File: src/rtl/addition_normalizer_pipe_if.sv
// Handshake and data bundle between the mantissa adder, the normaliser and the rounding stage.
// The slave modport is the normaliser's view; the master modport drives operands and sinks results.
interface addition_normalizer_pipe_if #(
   parameter int unsigned MENT_WIDTH = 23,
   parameter int unsigned EXPO_WIDTH = 8
);
   logic                  in_valid;
   logic                  in_ready;
   logic [EXPO_WIDTH-1:0] bigger_exponent_in;
   logic [MENT_WIDTH+1:0] sum_in;
   logic                  out_valid;
   logic                  out_ready;
   logic [MENT_WIDTH-1:0] normalized_mentissa_out;
   logic [EXPO_WIDTH-1:0] normalized_exponent_out;
   logic                  round_bit_out;
   logic                  zero_out;
   logic                  underflow_out;
   logic                  overflow_out;

   modport slave (
      input  in_valid, bigger_exponent_in, sum_in, out_ready,
      output in_ready, out_valid, normalized_mentissa_out, normalized_exponent_out,
             round_bit_out, zero_out, underflow_out, overflow_out
   );

   modport master (
      output in_valid, bigger_exponent_in, sum_in, out_ready,
      input  in_ready, out_valid, normalized_mentissa_out, normalized_exponent_out,
             round_bit_out, zero_out, underflow_out, overflow_out
   );
endinterface

File: src/rtl/addition_normalizer_pipe.sv
// Two-stage valid/ready normaliser for the FP adder: S1 captures exponent, sum and leading-zero count,
// S2 captures the shifted fraction, final exponent and the zero/underflow/overflow/round flags.
module addition_normalizer_pipe #(
   parameter int unsigned MENT_WIDTH = 23,
   parameter int unsigned EXPO_WIDTH = 8
) (
   input logic                   clk,
   input logic                   rst,
   addition_normalizer_pipe_if.slave bus
);
   localparam int unsigned LZW = $clog2(MENT_WIDTH + 2);
   localparam int unsigned XW  = EXPO_WIDTH + 1;
   localparam logic [XW-1:0] EMAX = {1'b0, {EXPO_WIDTH{1'b1}}};

   logic                  w_s1_adv;
   logic                  w_s2_adv;
   logic [LZW-1:0]        w_lz;

   logic                  r_s1_valid;
   logic [EXPO_WIDTH-1:0] r_s1_exp;
   logic [MENT_WIDTH+1:0] r_s1_sum;
   logic [LZW-1:0]        r_s1_lz;

   logic [XW-1:0]         w_e_ext;
   logic [XW-1:0]         w_e_inc;
   logic [XW-1:0]         w_lz_ext;
   logic [LZW-1:0]        w_shamt;
   logic                  w_norm;
   logic [MENT_WIDTH-1:0] w_frac;
   logic [EXPO_WIDTH-1:0] w_exp;
   logic                  w_rb;
   logic                  w_zero;
   logic                  w_uf;
   logic                  w_of;

   logic                  r_s2_valid;
   logic [MENT_WIDTH-1:0] r_s2_frac;
   logic [EXPO_WIDTH-1:0] r_s2_exp;
   logic                  r_s2_rb;
   logic                  r_s2_zero;
   logic                  r_s2_uf;
   logic                  r_s2_of;

   assign w_s2_adv     = !r_s2_valid || bus.out_ready;
   assign w_s1_adv     = !r_s1_valid || w_s2_adv;
   assign bus.in_ready = w_s1_adv;

   // Highest set bit wins: later iterations overwrite the count from lower bits.
   always_comb begin
      w_lz = LZW'(MENT_WIDTH + 1);
      for (int unsigned i = 0; i <= MENT_WIDTH; i++) begin
         if (bus.sum_in[i]) w_lz = LZW'(MENT_WIDTH - i);
      end
   end

   assign w_e_ext  = {1'b0, r_s1_exp};
   assign w_e_inc  = w_e_ext + 1'b1;
   assign w_lz_ext = XW'(r_s1_lz);

   always_comb begin
      w_shamt = '0;
      w_norm  = 1'b0;
      w_frac  = '0;
      w_exp   = '0;
      w_rb    = 1'b0;
      w_zero  = 1'b0;
      w_uf    = 1'b0;
      w_of    = 1'b0;
      if (r_s1_sum == '0) begin
         w_zero = 1'b1;
      end else if (r_s1_sum[MENT_WIDTH+1]) begin
         w_rb = r_s1_sum[0];
         if (w_e_inc >= EMAX) begin
            w_exp = '1;
            w_of  = 1'b1;
         end else begin
            w_frac = r_s1_sum[MENT_WIDTH:1];
            w_exp  = w_e_inc[EXPO_WIDTH-1:0];
         end
      end else if (r_s1_exp == '0) begin
         w_frac = r_s1_sum[MENT_WIDTH-1:0];
         w_exp  = EXPO_WIDTH'(r_s1_sum[MENT_WIDTH]);
      end else if (w_lz_ext < w_e_ext) begin
         w_norm  = 1'b1;
         w_shamt = r_s1_lz;
         w_exp   = EXPO_WIDTH'(w_e_ext - w_lz_ext);
      end else begin
         // Here e-1 < lz <= MENT_WIDTH, so the truncated shift amount is exact.
         w_norm  = 1'b1;
         w_shamt = LZW'(w_e_ext - 1'b1);
         w_uf    = 1'b1;
      end
      if (w_norm) w_frac = MENT_WIDTH'(r_s1_sum[MENT_WIDTH:0] << w_shamt);
   end

   always_ff @(posedge clk) begin
      if (rst) begin
         r_s1_valid <= 1'b0;
         r_s1_exp   <= '0;
         r_s1_sum   <= '0;
         r_s1_lz    <= '0;
         r_s2_valid <= 1'b0;
         r_s2_frac  <= '0;
         r_s2_exp   <= '0;
         r_s2_rb    <= 1'b0;
         r_s2_zero  <= 1'b0;
         r_s2_uf    <= 1'b0;
         r_s2_of    <= 1'b0;
      end else begin
         if (w_s1_adv) begin
            r_s1_valid <= bus.in_valid;
            if (bus.in_valid) begin
               r_s1_exp <= bus.bigger_exponent_in;
               r_s1_sum <= bus.sum_in;
               r_s1_lz  <= w_lz;
            end
         end
         if (w_s2_adv) begin
            r_s2_valid <= r_s1_valid;
            if (r_s1_valid) begin
               r_s2_frac <= w_frac;
               r_s2_exp  <= w_exp;
               r_s2_rb   <= w_rb;
               r_s2_zero <= w_zero;
               r_s2_uf   <= w_uf;
               r_s2_of   <= w_of;
            end
         end
      end
   end

   assign bus.out_valid               = r_s2_valid;
   assign bus.normalized_mentissa_out = r_s2_frac;
   assign bus.normalized_exponent_out = r_s2_exp;
   assign bus.round_bit_out           = r_s2_rb;
   assign bus.zero_out                = r_s2_zero;
   assign bus.underflow_out           = r_s2_uf;
   assign bus.overflow_out            = r_s2_of;
endmodule

File: src/flat_wrapper.sv
// flat-port wrapper written by rule: the top's interface ports become plain ports
module addition_normalizer_pipe_flat 
#(
   parameter int unsigned MENT_WIDTH = 23,
   parameter int unsigned EXPO_WIDTH = 8
)
  (clk, rst, bus_in_valid, bus_bigger_exponent_in, bus_sum_in, bus_out_ready, bus_in_ready, bus_out_valid, bus_normalized_mentissa_out, bus_normalized_exponent_out, bus_round_bit_out, bus_zero_out, bus_underflow_out, bus_overflow_out);
  addition_normalizer_pipe_if #(.MENT_WIDTH(MENT_WIDTH), .EXPO_WIDTH(EXPO_WIDTH)) bus_i ();
  input logic clk;
  input logic rst;
  input wire logic [$bits(bus_i.in_valid)-1:0] bus_in_valid;
  input wire logic [$bits(bus_i.bigger_exponent_in)-1:0] bus_bigger_exponent_in;
  input wire logic [$bits(bus_i.sum_in)-1:0] bus_sum_in;
  input wire logic [$bits(bus_i.out_ready)-1:0] bus_out_ready;
  output wire logic [$bits(bus_i.in_ready)-1:0] bus_in_ready;
  output wire logic [$bits(bus_i.out_valid)-1:0] bus_out_valid;
  output wire logic [$bits(bus_i.normalized_mentissa_out)-1:0] bus_normalized_mentissa_out;
  output wire logic [$bits(bus_i.normalized_exponent_out)-1:0] bus_normalized_exponent_out;
  output wire logic [$bits(bus_i.round_bit_out)-1:0] bus_round_bit_out;
  output wire logic [$bits(bus_i.zero_out)-1:0] bus_zero_out;
  output wire logic [$bits(bus_i.underflow_out)-1:0] bus_underflow_out;
  output wire logic [$bits(bus_i.overflow_out)-1:0] bus_overflow_out;
  assign bus_i.in_valid = bus_in_valid;
  assign bus_i.bigger_exponent_in = bus_bigger_exponent_in;
  assign bus_i.sum_in = bus_sum_in;
  assign bus_i.out_ready = bus_out_ready;
  assign bus_in_ready = bus_i.in_ready;
  assign bus_out_valid = bus_i.out_valid;
  assign bus_normalized_mentissa_out = bus_i.normalized_mentissa_out;
  assign bus_normalized_exponent_out = bus_i.normalized_exponent_out;
  assign bus_round_bit_out = bus_i.round_bit_out;
  assign bus_zero_out = bus_i.zero_out;
  assign bus_underflow_out = bus_i.underflow_out;
  assign bus_overflow_out = bus_i.overflow_out;
  addition_normalizer_pipe #(.MENT_WIDTH(MENT_WIDTH), .EXPO_WIDTH(EXPO_WIDTH)) u_core (.clk(clk), .rst(rst), .bus(bus_i));
endmodule
File: config.mk
export PLATFORM = sky130hd
export DESIGN_NAME = addition_normalizer_pipe_flat
export DESIGN_NICKNAME = d
export VERILOG_FILES = /design/src/rtl/addition_normalizer_pipe_if.sv /design/src/rtl/addition_normalizer_pipe.sv /design/src/flat_wrapper.sv
export SDC_FILE = /design/constraint.sdc
export NUM_CORES = 1
export LEC_CHECK = 0
export ABC_AREA = 1
export ABC_CLOCK_PERIOD_IN_PS = 8200
export CAP_MARGIN = 0
export CORE_ASPECT_RATIO = 0.6
export CORE_MARGIN = 5
export CORE_UTILIZATION = 55
export DETAILED_ROUTE_END_ITERATION = 10
export PLACE_DENSITY = 0.92
export SLEW_MARGIN = 5
export SYNTH_ARGS = -nofsm -noshare
export SYNTH_HDL_FRONTEND = slang
export SYNTH_SLANG_ARGS = --single-unit
File: constraint.sdc
create_clock -name clk -period 8.2 [get_ports clk]
set_clock_uncertainty 0.05 [all_clocks]
set_input_delay 1.64 -clock clk [delete_from_list [all_inputs] [get_ports clk]]
set_output_delay 1.64 -clock clk [all_outputs]
set_load 0.005 [all_outputs]
### Yosys cells after proc, flatten, opt, wreduce, memory -nomap -nowiden

Index checks and enable logic that the tools add are counted.

| word-level totals | value |
|---|---|
| register bits after elaboration | 75 |
| latch bits | 0 |
| memory bits (writable) | 0 |
| memory bits (read-only) | 0 |
| input bits | 37 |
| output and inout port bits | 37 |
| memories kept | 0 |

| cells by class | value |
|---|---|
| $add $sub $neg | 3 |
| multipliers | 0 |
| divide/modulo/power cells | 0 |
| magnitude comparators | 2 |
| equal/unequal tests | 0 |
| shift operators | 1 |
| muxes and demuxes | 51 |
| bitwise gates (word level) | 0 |
| reduce and logical (&&, ||, !) cells | 8 |

Operators by type and width:

| kind | number |
|---|---|
| two-way mux 23 bit | 5 |
| two-way mux 5 bit | 20 |
| two-way mux 8 bit | 5 |
| two-way mux 4 bit | 8 |
| logical NOT 25 bit | 1 |
| << shifter 24 x 5 -> 23 bit | 1 |
| two-way mux 1 bit | 13 |
| adder 8 x 1 -> 9 bit, second input constant | 1 |
| greater-or-equal comparator 9 x 8 -> 1 bit, second input constant | 1 |
| logical NOT 8 bit | 1 |
| less-than comparator 5 x 8 -> 1 bit | 1 |
| subtractor 8 x 5 -> 8 bit | 1 |
| subtractor 5 x 1 -> 5 bit, second input constant | 1 |
| AND reduction 2 bit | 2 |
| logical NOT 1 bit | 2 |
| logical OR 1 bit | 2 |

### Logic depth before layout (Yosys ltp)

Gate-level depths: netlist of the first run.

| depth | value |
|---|---|
| word-level depth | 24 |
| mapped depth | 25 |
| mapped depth without buffers | 25 |

### Least setup slack after synthesis of the first run

No wires, ideal clock.

| timing path | value |
|---|---|
| path type | in2out |
| from | input bus_out_ready |
| to | output bus_in_ready |
| arrival time | 1.805 ns |
| data required time | 6.510 ns |
| path slack | 4.705 ns |
| stages on the path | 2 |
| path buffers | 0 |
| cell sequence | inv_1 > nand3_1 |

| between the ends | value |
|---|---|
| word-level cells in the longest chain between the ends | 2 |

RTL lines:

| item | line | RTL |
|---|---|---|
| from (decl) | flat_wrapper.sv:14 | `input wire logic [$bits(bus_i.out_ready)-1:0] bus_out_ready;` |
| logical OR 1 bit | addition_normalizer_pipe.sv:44 | `assign w_s2_adv = !r_s2_valid \|\| bus.out_ready;` |
| logical OR 1 bit | addition_normalizer_pipe.sv:45 | `assign w_s1_adv = !r_s1_valid \|\| w_s2_adv;` |
| to (decl) | flat_wrapper.sv:15 | `output wire logic [$bits(bus_i.in_ready)-1:0] bus_in_ready;` |

No other way between the ends.

### Worst setup path in the final report of the first run

Same ends and word-level chain as after synthesis.

==> results of run 1 <==
## synthesized netlist by cell type (2+ instances only)
cell / number / area, um^2
nor2_1: 35 / 131
buf_6: 4 / 45.0
clkbuf_1: 28 / 105
a31oi_1: 7 / 43.8
nand2_2: 3 / 18.8
buf_1: 3 / 11.3
inv_1: 88 / 330
nor3_1: 7 / 35.0
o21a_1: 2 / 15.0
or2_1: 2 / 12.5
o21ai_0: 103 / 515
nand4_1: 20 / 125
inv_2: 6 / 22.5
nand2_1: 190 / 713
o21ai_1: 9 / 45.0
xor2_1: 10 / 87.6
nor2_4: 5 / 56.3
o21ai_2: 3 / 26.3
nand3_1: 86 / 430
a21oi_1: 82 / 410
ha_1: 8 / 100
buf_2: 12 / 60.1
o211ai_1: 14 / 105
a41oi_1: 2 / 17.5
nor4_1: 5 / 31.3
buf_4: 2 / 15.0
nor2_2: 2 / 12.5
dfxtp_1: 75 / 1500
## cells by family after synthesis
kind of cell,Yosys count
AND/OR/NAND/NOR,362
XOR/XNOR,11
flip-flops,75
adder cells (fa/ha/maj),9
buffers and inverters,143
AO/OA/AOI/OAI,231
## flip-flops by register name (all words and copies together), names as in the netlist
register                            cells
u_core.bus.overflow_out                 1
u_core.bus.underflow_out                1
u_core.bus.normalized_exponent_out      8
u_core.bus.out_valid                    1
u_core.r_s1_lz                          5
u_core.r_s1_exp                         8
u_core.bus.zero_out                     1
u_core.r_s1_valid                       1
u_core.bus.round_bit_out                1
u_core.r_s1_sum                        25
u_core.bus.normalized_mentissa_out     23
## power breakdown
| group | leakage (nW) | switching [W] | internal [W] |
|---|---|---|---|
| clock network | 0.130 | 0.000174 | 0.000208 |
| registers | 0.618 | 0.0000213 | 0.000390 |
| logic | 1.86 | 0.000321 | 0.000150 |
| total | 2.61 | 0.000516 | 0.000748 |
## through the flow
stage / cell area (um^2) / power [W] / worst slack, ns / util
after CTS: 6170 / 0.00124 / 3.67 / 0.672
after floorplan: 5200 / 0.000723 / 4.71 / -
after global placement: 5890 / 0.000862 / 3.72 / 0.641
after global routing: 6170 / 0.00132 / 3.61 / 0.672
final: 6170 / 0.00126 / 3.69 / 0.672
after detailed placement: 5890 / 0.000861 / 3.68 / 0.641
## routing by layer
metal	GRT usage	wire [um]
met5	0	0
met2	0.415	6950
met4	0.0586	275
met1	0.494	8600
met3	0.130	2940
## path summary, 6_finish.rpt
path	startpoint	to	slack (ns)	cells past startpoint
max	bus_out_ready	bus_in_ready	3.69	4
min reg2reg	u_core.r_s1_lz[3]$_SDFFE_PP0P_	u_core.r_s1_lz[3]$_SDFFE_PP0P_	0.42	2
min	u_core.r_s1_lz[3]$_SDFFE_PP0P_	u_core.r_s1_lz[3]$_SDFFE_PP0P_	0.42	2
max reg2reg	u_core.r_s1_exp[0]$_SDFFE_PP0P_	u_core.bus.normalized_mentissa_out[14]$_SDFFE_PP0P_	3.99	17
## worst reg2reg max path: cells and delay by family, from the launching register on
kind	cells	cell delay [ns]
AOI/OAI and AO/OA	4	0.89
adders and majority gates	2	0.45
buffers and inverters	2	0.21
DFF	1	0.35
and+or+nand+nor	9	2.18
## final cells by class
cell class,count,area (um^2),share of cell area
flip-flops and latches,75,1500,0.243
well taps,130,163,0.0264
multi-input cells,613,3110,0.504
clock buffers,10,229,0.0371
inverters,94,353,0.0572
repair buffers,78,768,0.124
clock inverters,6,50.0,0.00811
==> metrics.md, run 1 <==
| Metric | Value |
|---|---|
| Final hold vios | 0 |
| Buf/Inv on CP | 3 |
| Synth Area per Inst | 6.25 um^2 |
| Max_cap viols | 0 |
| Power density over cell area | 205 nW/um^2 |
| Crit path max-delay family | buffers and inverters |
| Port bufs | 73 |
| Routed vias/inst | between 6 and 7 |
| Slowest CP cell | clkdlybuf4s50_1 |
| Area delta synth->final | 18.8% |
| Layout cells sized above 1 | 0.0537 |
| CTS tree | yes |
| I/O pin cnt | 74 |
| CP most frequent cell | clkdlybuf4s50_1 |
| Gates resized, CTS repair | 0 |
| Die Y | roughly 85 um |
| Max-slew violations | 0 |
| CTS Sinks | 75 |
| Commonest non-fill, non-tap cell in the layout | nand2_1 |
| Cts hold-fix bufs | 0 |
| DRT Wirelength | roughly 19 mm |
| Vias in the first global route | roughly 5.4k |
| Commonest non-fill, non-tap cells in the layout | 189 x nand2_1, 103 x o21ai_0, 88 x inv_1 |
| Hold crit path type | reg2reg |
| Initial antenna violation count | 0 |
| TritonCTS buffer count | 9 |
| Xor/xnor share of the synthesized area | 0.0185 |
| Setup Fix Bufs, Post-CTS | 0 |
| Endpoints failing setup | 0 |
| Global Route Usage Sum | 0.322 |
| Root buffer cell | clkbuf_16 |
| First-pass GRT wire length | around 30 mm |
| Largest net degree at the start of global routing | 73 |
| Synth Area in Adders | 0.0231 |
| WL/cell | 18.6 um |
| Via count | between 6k and 7k |
| Cells along the critical path | clkdlybuf4s50_1 -> inv_1 -> nand3_1 -> clkdlybuf4s50_1 |
| Setup crit start kind | input port |
| Worst vdd ir | 129 uV |
| Yosys warnings | 0 |
| # fillers | approximately 840 |
| Setup CP Type | in2out |
| # nets final | between 900 and 1k |
| Iter 0 DRT Violations | between 1k and 1.5k |
| Longest Clk Path Bufs | 2 |
| Synth Instances | just over 800 |
| Worst-path clk slew | ~0.060 ns |
| Core ar. | ~9000 um^2 |
| DIE WIDTH | between 100 and 150 um |
| Synthesized cell area | between 5000 and 6000 um^2 |
| Gr ovfl total | 0 |
| Clk Latency, worst-skew pair | 0.35 ns |
| Antenna Violating Nets Remaining | 0 |
| Asr flop ratio synth | 0 |
| Die area | between 10000 and 15000 um^2 |
| Critical path peak fanout | 4 |
| Slowest stage delay, CP | 0.54 ns |
| Post-synthesis sequential area ratio | 0.289 |
| H-tree depth | 3 |
| Final Cycle Share | 0.550 |
| Fin crit period | 4.51 ns |
| Antenna cells | 0 |
| Initial Utilization | 0.565 |
| DR DRC count | 0 |
| CP Data Required Time | around 6.5 ns |
| Detailed Place HPWL | 13.6 mm |
| Row count | 27 |
| Netlist cell types | between 40 and 50 |
| Mux cell area share after synthesis | 0 |
| Gpl congestion | a little under 1 |
| Hold slack final | 0.420 ns |
| Drt pass-1 iters | 7 |
| Setup TNS | 0 ns |
| Status | completed |
| Critical Path AT | approximately 2.8 ns |
| Post-synthesis compound-gate area fraction | 0.242 |
| RSZ-0062 raised after global routing | no |
| Worst slew pin tran | about 1.0 ns |
| Synth Net Count | approximately 900 |
| Crit. End Element | output pin |
| Leak | ~2.6 nW |
| #FFs+latches synth | 75 |
| Worst slew margin | 0.307 |
| Top_reg_cell synth | dfxtp_1 |
| Post-route insts no fill | about 1.0k |
| Inst Count DP | 990 |
| Largest family of logic cells by synthesized area | simple AND/OR/NAND/NOR gates |
| Peak Freq | roughly 220 MHz |
| Synth Area in Simple Gates | 0.314 |
| EDFF count, synth | 0 |
Power figures use the tool's default switching activity.
==> inputs of run 2 (changes only) <==
--- a/config.mk
+++ b/config.mk
@@ -6,7 +6,7 @@
 export NUM_CORES = 1
 export LEC_CHECK = 0
 export ABC_AREA = 1
-export ABC_CLOCK_PERIOD_IN_PS = 8200
+export ABC_CLOCK_PERIOD_IN_PS = 4170
 export CAP_MARGIN = 0
 export CORE_ASPECT_RATIO = 0.6
 export CORE_MARGIN = 5
==> constraint.sdc (replaced) <==
create_clock -name clk -period 4.17 [get_ports clk]
set_clock_uncertainty 0.05 [all_clocks]
set_input_delay 0.834 -clock clk [delete_from_list [all_inputs] [get_ports clk]]
set_output_delay 0.834 -clock clk [all_outputs]
set_load 0.005 [all_outputs]
==> run 2 against run 1 <==
First-iteration DRC count down 20%. Cell area increased by 1.6%. Power is 100% higher. Worst setup slack got worse by 3.2 ns. Wire length shrank 0.93%. Utilization is 1.1 points higher. Sequential power grew 98%.
==> metrics.md, run 2 (synthesis gave the netlist of run 1 again) <==
| Metric | Value |
|---|---|
| Final hold vios | 0 (unchanged) |
| Routed vias/inst | 6.02 (was 6.05) |
| Commonest non-fill, non-tap cell in the layout | nand2_1 (unchanged) |
| Setup crit start kind | flip-flop (was input port) |
| Longest Clk Path Bufs | 2 (unchanged) |
| Worst-path clk slew | 0.06 ns (about the same) |
| Slowest CP cell | fa_1 (was clkdlybuf4s50_1) |
| Endpoints failing setup | 0 (unchanged) |
| Port bufs | 73 (unchanged) |
| Leak | 2.67 nW (was 2.61 nW) |
| Cells along the critical path | inv_2 -> ha_1 -> fa_1 -> o21ai_1 -> nand2_1 -> nand3b_1 -> nand2_2 -> nand2_2 -> nand3_4 -> o21ai_0 -> nand2_1 -> o21ai_1 -> nand2_1 -> nand3_1 -> nand3_1 -> nand2_1 -> a21oi_1 (was clkdlybuf4s50_1 -> inv_1 -> nand3_1 -> clkdlybuf4s50_1) |
| Reg with most FFs | u_core.r_s1_sum (unchanged) |
| Setup TNS | 0 ns (unchanged) |
| Via count | 6094 (was 6085) |
| Die Y | 85.3 um (unchanged) |
| DRT Wirelength | 18.6 mm (was 18.8 mm) |
| Peak Freq | 272 MHz |
| RSZ-0062 raised after global routing | no (unchanged) |
| Gpl congestion | 1.09 (was 0.978) |
| I/O pin cnt | 74 (unchanged) |
| DIE WIDTH | 135 um (unchanged) |
| CTS tree | yes (unchanged) |
| Layout cells sized above 1 | 0.0623 (was 0.0537) |
| Hold slack final | 0.422 ns (was 0.420 ns) |
| Gates resized, CTS repair | 0 (unchanged) |
| Status | completed (unchanged) |
| Hold crit path type | reg2reg (unchanged) |
| Largest net degree at the start of global routing | 53 (was 73) |
| Iter 0 DRT Violations | 878 (was 1101) |
| Row count | 27 (unchanged) |
| Pre-CTS setup slack | 0.621 ns (was 3.68 ns) |
| DR DRC count | 0 (unchanged) |
| First-pass GRT wire length | 29.3 mm (was 29.2 mm) |
| Slowest stage delay, CP | 0.46 ns (was 0.54 ns) |
| Final Cycle Share | 0.880 |
| Root buffer cell | clkbuf_16 (unchanged) |
| Antenna cells | 0 (unchanged) |
| Detailed Place HPWL | 13.7 mm (was 13.6 mm) |
| Critical path peak fanout | 32 (was 4) |
| Setup CP Type | reg2reg (was in2out) |
| Antenna Violating Nets Remaining | 0 (unchanged) |
| Initial Utilization | 0.565 (unchanged) |
| CP Data Required Time | 4.35 ns (was 6.51 ns) |
| CTS Sinks | 75 (unchanged) |
| Cts hold-fix bufs | 0 (unchanged) |
| Commonest non-fill, non-tap cells in the layout | 189 x nand2_1, 103 x o21ai_0, 88 x inv_1 (unchanged) |
| Clk Latency, worst-skew pair | 0.35 ns (about the same) |
| Power density over cell area | 411 nW/um^2 (was 205 nW/um^2) |
| Area delta synth->final | 20.7% (was 18.8%) |
| # nets final | 925 (was 917) |
| # fillers | 823 (was 843) |
| Gr ovfl total | 0 (unchanged) |
| Vias in the first global route | 5506 (was 5362) |
| Worst vdd ir | 255 uV (was 129 uV) |
| Worst slew pin tran | 0.777 ns (was 1.04 ns) |
| Global Route Usage Sum | 0.320 (was 0.322) |
| Final Power | 0.00257 W (was 0.00126 W) |
| TritonCTS buffer count | 9 (unchanged) |
| CP most frequent cell | nand2_1 (was clkdlybuf4s50_1) |
| Core Util, Final | 0.682 (was 0.672) |
| Setup Fix Bufs, Post-CTS | 0 (unchanged) |
| WL/cell | 18.3 um (was 18.6 um) |
| Drt pass-1 iters | 7 (unchanged) |
| Max_cap viols | 0 (unchanged) |
| Fin crit period | around 3.7 ns |
| Worst slew margin | 0.481 (was 0.307) |
| Die area | 11600 um^2 (unchanged) |
| Crit. End Element | flip-flop (was output pin) |
| Critical Path AT | 3.85 ns (was 2.82 ns) |
| Max FFs per register | 25 (unchanged) |
| Initial antenna violation count | 0 (unchanged) |
| H-tree depth | 3 (unchanged) |
| Max-slew violations | 0 (unchanged) |
| Final WS setup | 0.500 ns (was 3.69 ns) |
| Core ar. | 9190 um^2 (unchanged) |
run 2: changes by cell type in the layout (fill, tap and decap cells not counted), sizes merged:
cell / before / now
buf: 5 / 13
bufinv: 0 / 2
clkinvlp: 2 / 1
inv: 96 / 94
run 2: power by group:
part / leakage (nW) / internal (W) / switching (W)
logic: 1.90 / 0.000305 / 0.000604
clock network: 0.154 / 0.000535 / 0.000318
registers: 0.618 / 0.000767 / 0.0000448
run 2: final timing paths:
check                                                                        start                                             endpoint  cells past startpoint  slack [ns]
worst min register to register  u_core.bus.normalized_exponent_out[7]$_SDFFE_PP0P_   u_core.bus.normalized_exponent_out[7]$_SDFFE_PP0P_                      2        0.42
worst min-delay path            u_core.bus.normalized_exponent_out[7]$_SDFFE_PP0P_   u_core.bus.normalized_exponent_out[7]$_SDFFE_PP0P_                      2        0.42
worst max-delay path                               u_core.r_s1_exp[0]$_SDFFE_PP0P_  u_core.bus.normalized_mentissa_out[18]$_SDFFE_PP0P_                     17        0.50
worst max register to register                     u_core.r_s1_exp[0]$_SDFFE_PP0P_  u_core.bus.normalized_mentissa_out[18]$_SDFFE_PP0P_                     17        0.50
run 2: layer usage:
| metal | part of all wire | up-vias | track usage | wire (um) |
|---|---|---|---|---|
| met5 | 0 | - | 0 | 0 |
| met4 | 0.016 | 0 | 0.0604 | 296 |
| met3 | 0.16 | 35 | 0.146 | 2950 |
| met2 | 0.37 | 437 | 0.419 | 6880 |
| met1 | 0.46 | 2735 | 0.476 | 8460 |
| li1 | - | 2887 | - | - |
run 2: cell type report:
type	count	area, um^2	area share
multi-input cells	613	3110	0.496
well taps	130	163	0.0259
flip-flops and latches	75	1500	0.239
repair buffers	86	828	0.132
clock inverters	5	77.6	0.0124
inverters	94	353	0.0563
clock buffers	10	239	0.0381
run 2: critical path, delay by kind of cell (launching register included):
| kind | cells | cell delay (ns) |
|---|---|---|
| AO/OA/AOI/OAI | 4 | 0.79 |
| flip-flops | 1 | 0.38 |
| AND/OR/NAND/NOR | 10 | 1.51 |
| adder cells (fa/ha/maj) | 2 | 0.70 |
| buffers and inverters | 1 | 0.11 |
run 2: per-stage QoR:
stage / cells / area (um^2)
3_5_place_dp: 998 / 5950
6_report: 1013 / 6270
4_1_cts: 1013 / 6270
5_1_grt: 1013 / 6270
3_3_place_gp: 998 / 5950
2_1_floorplan: 831 / 5200
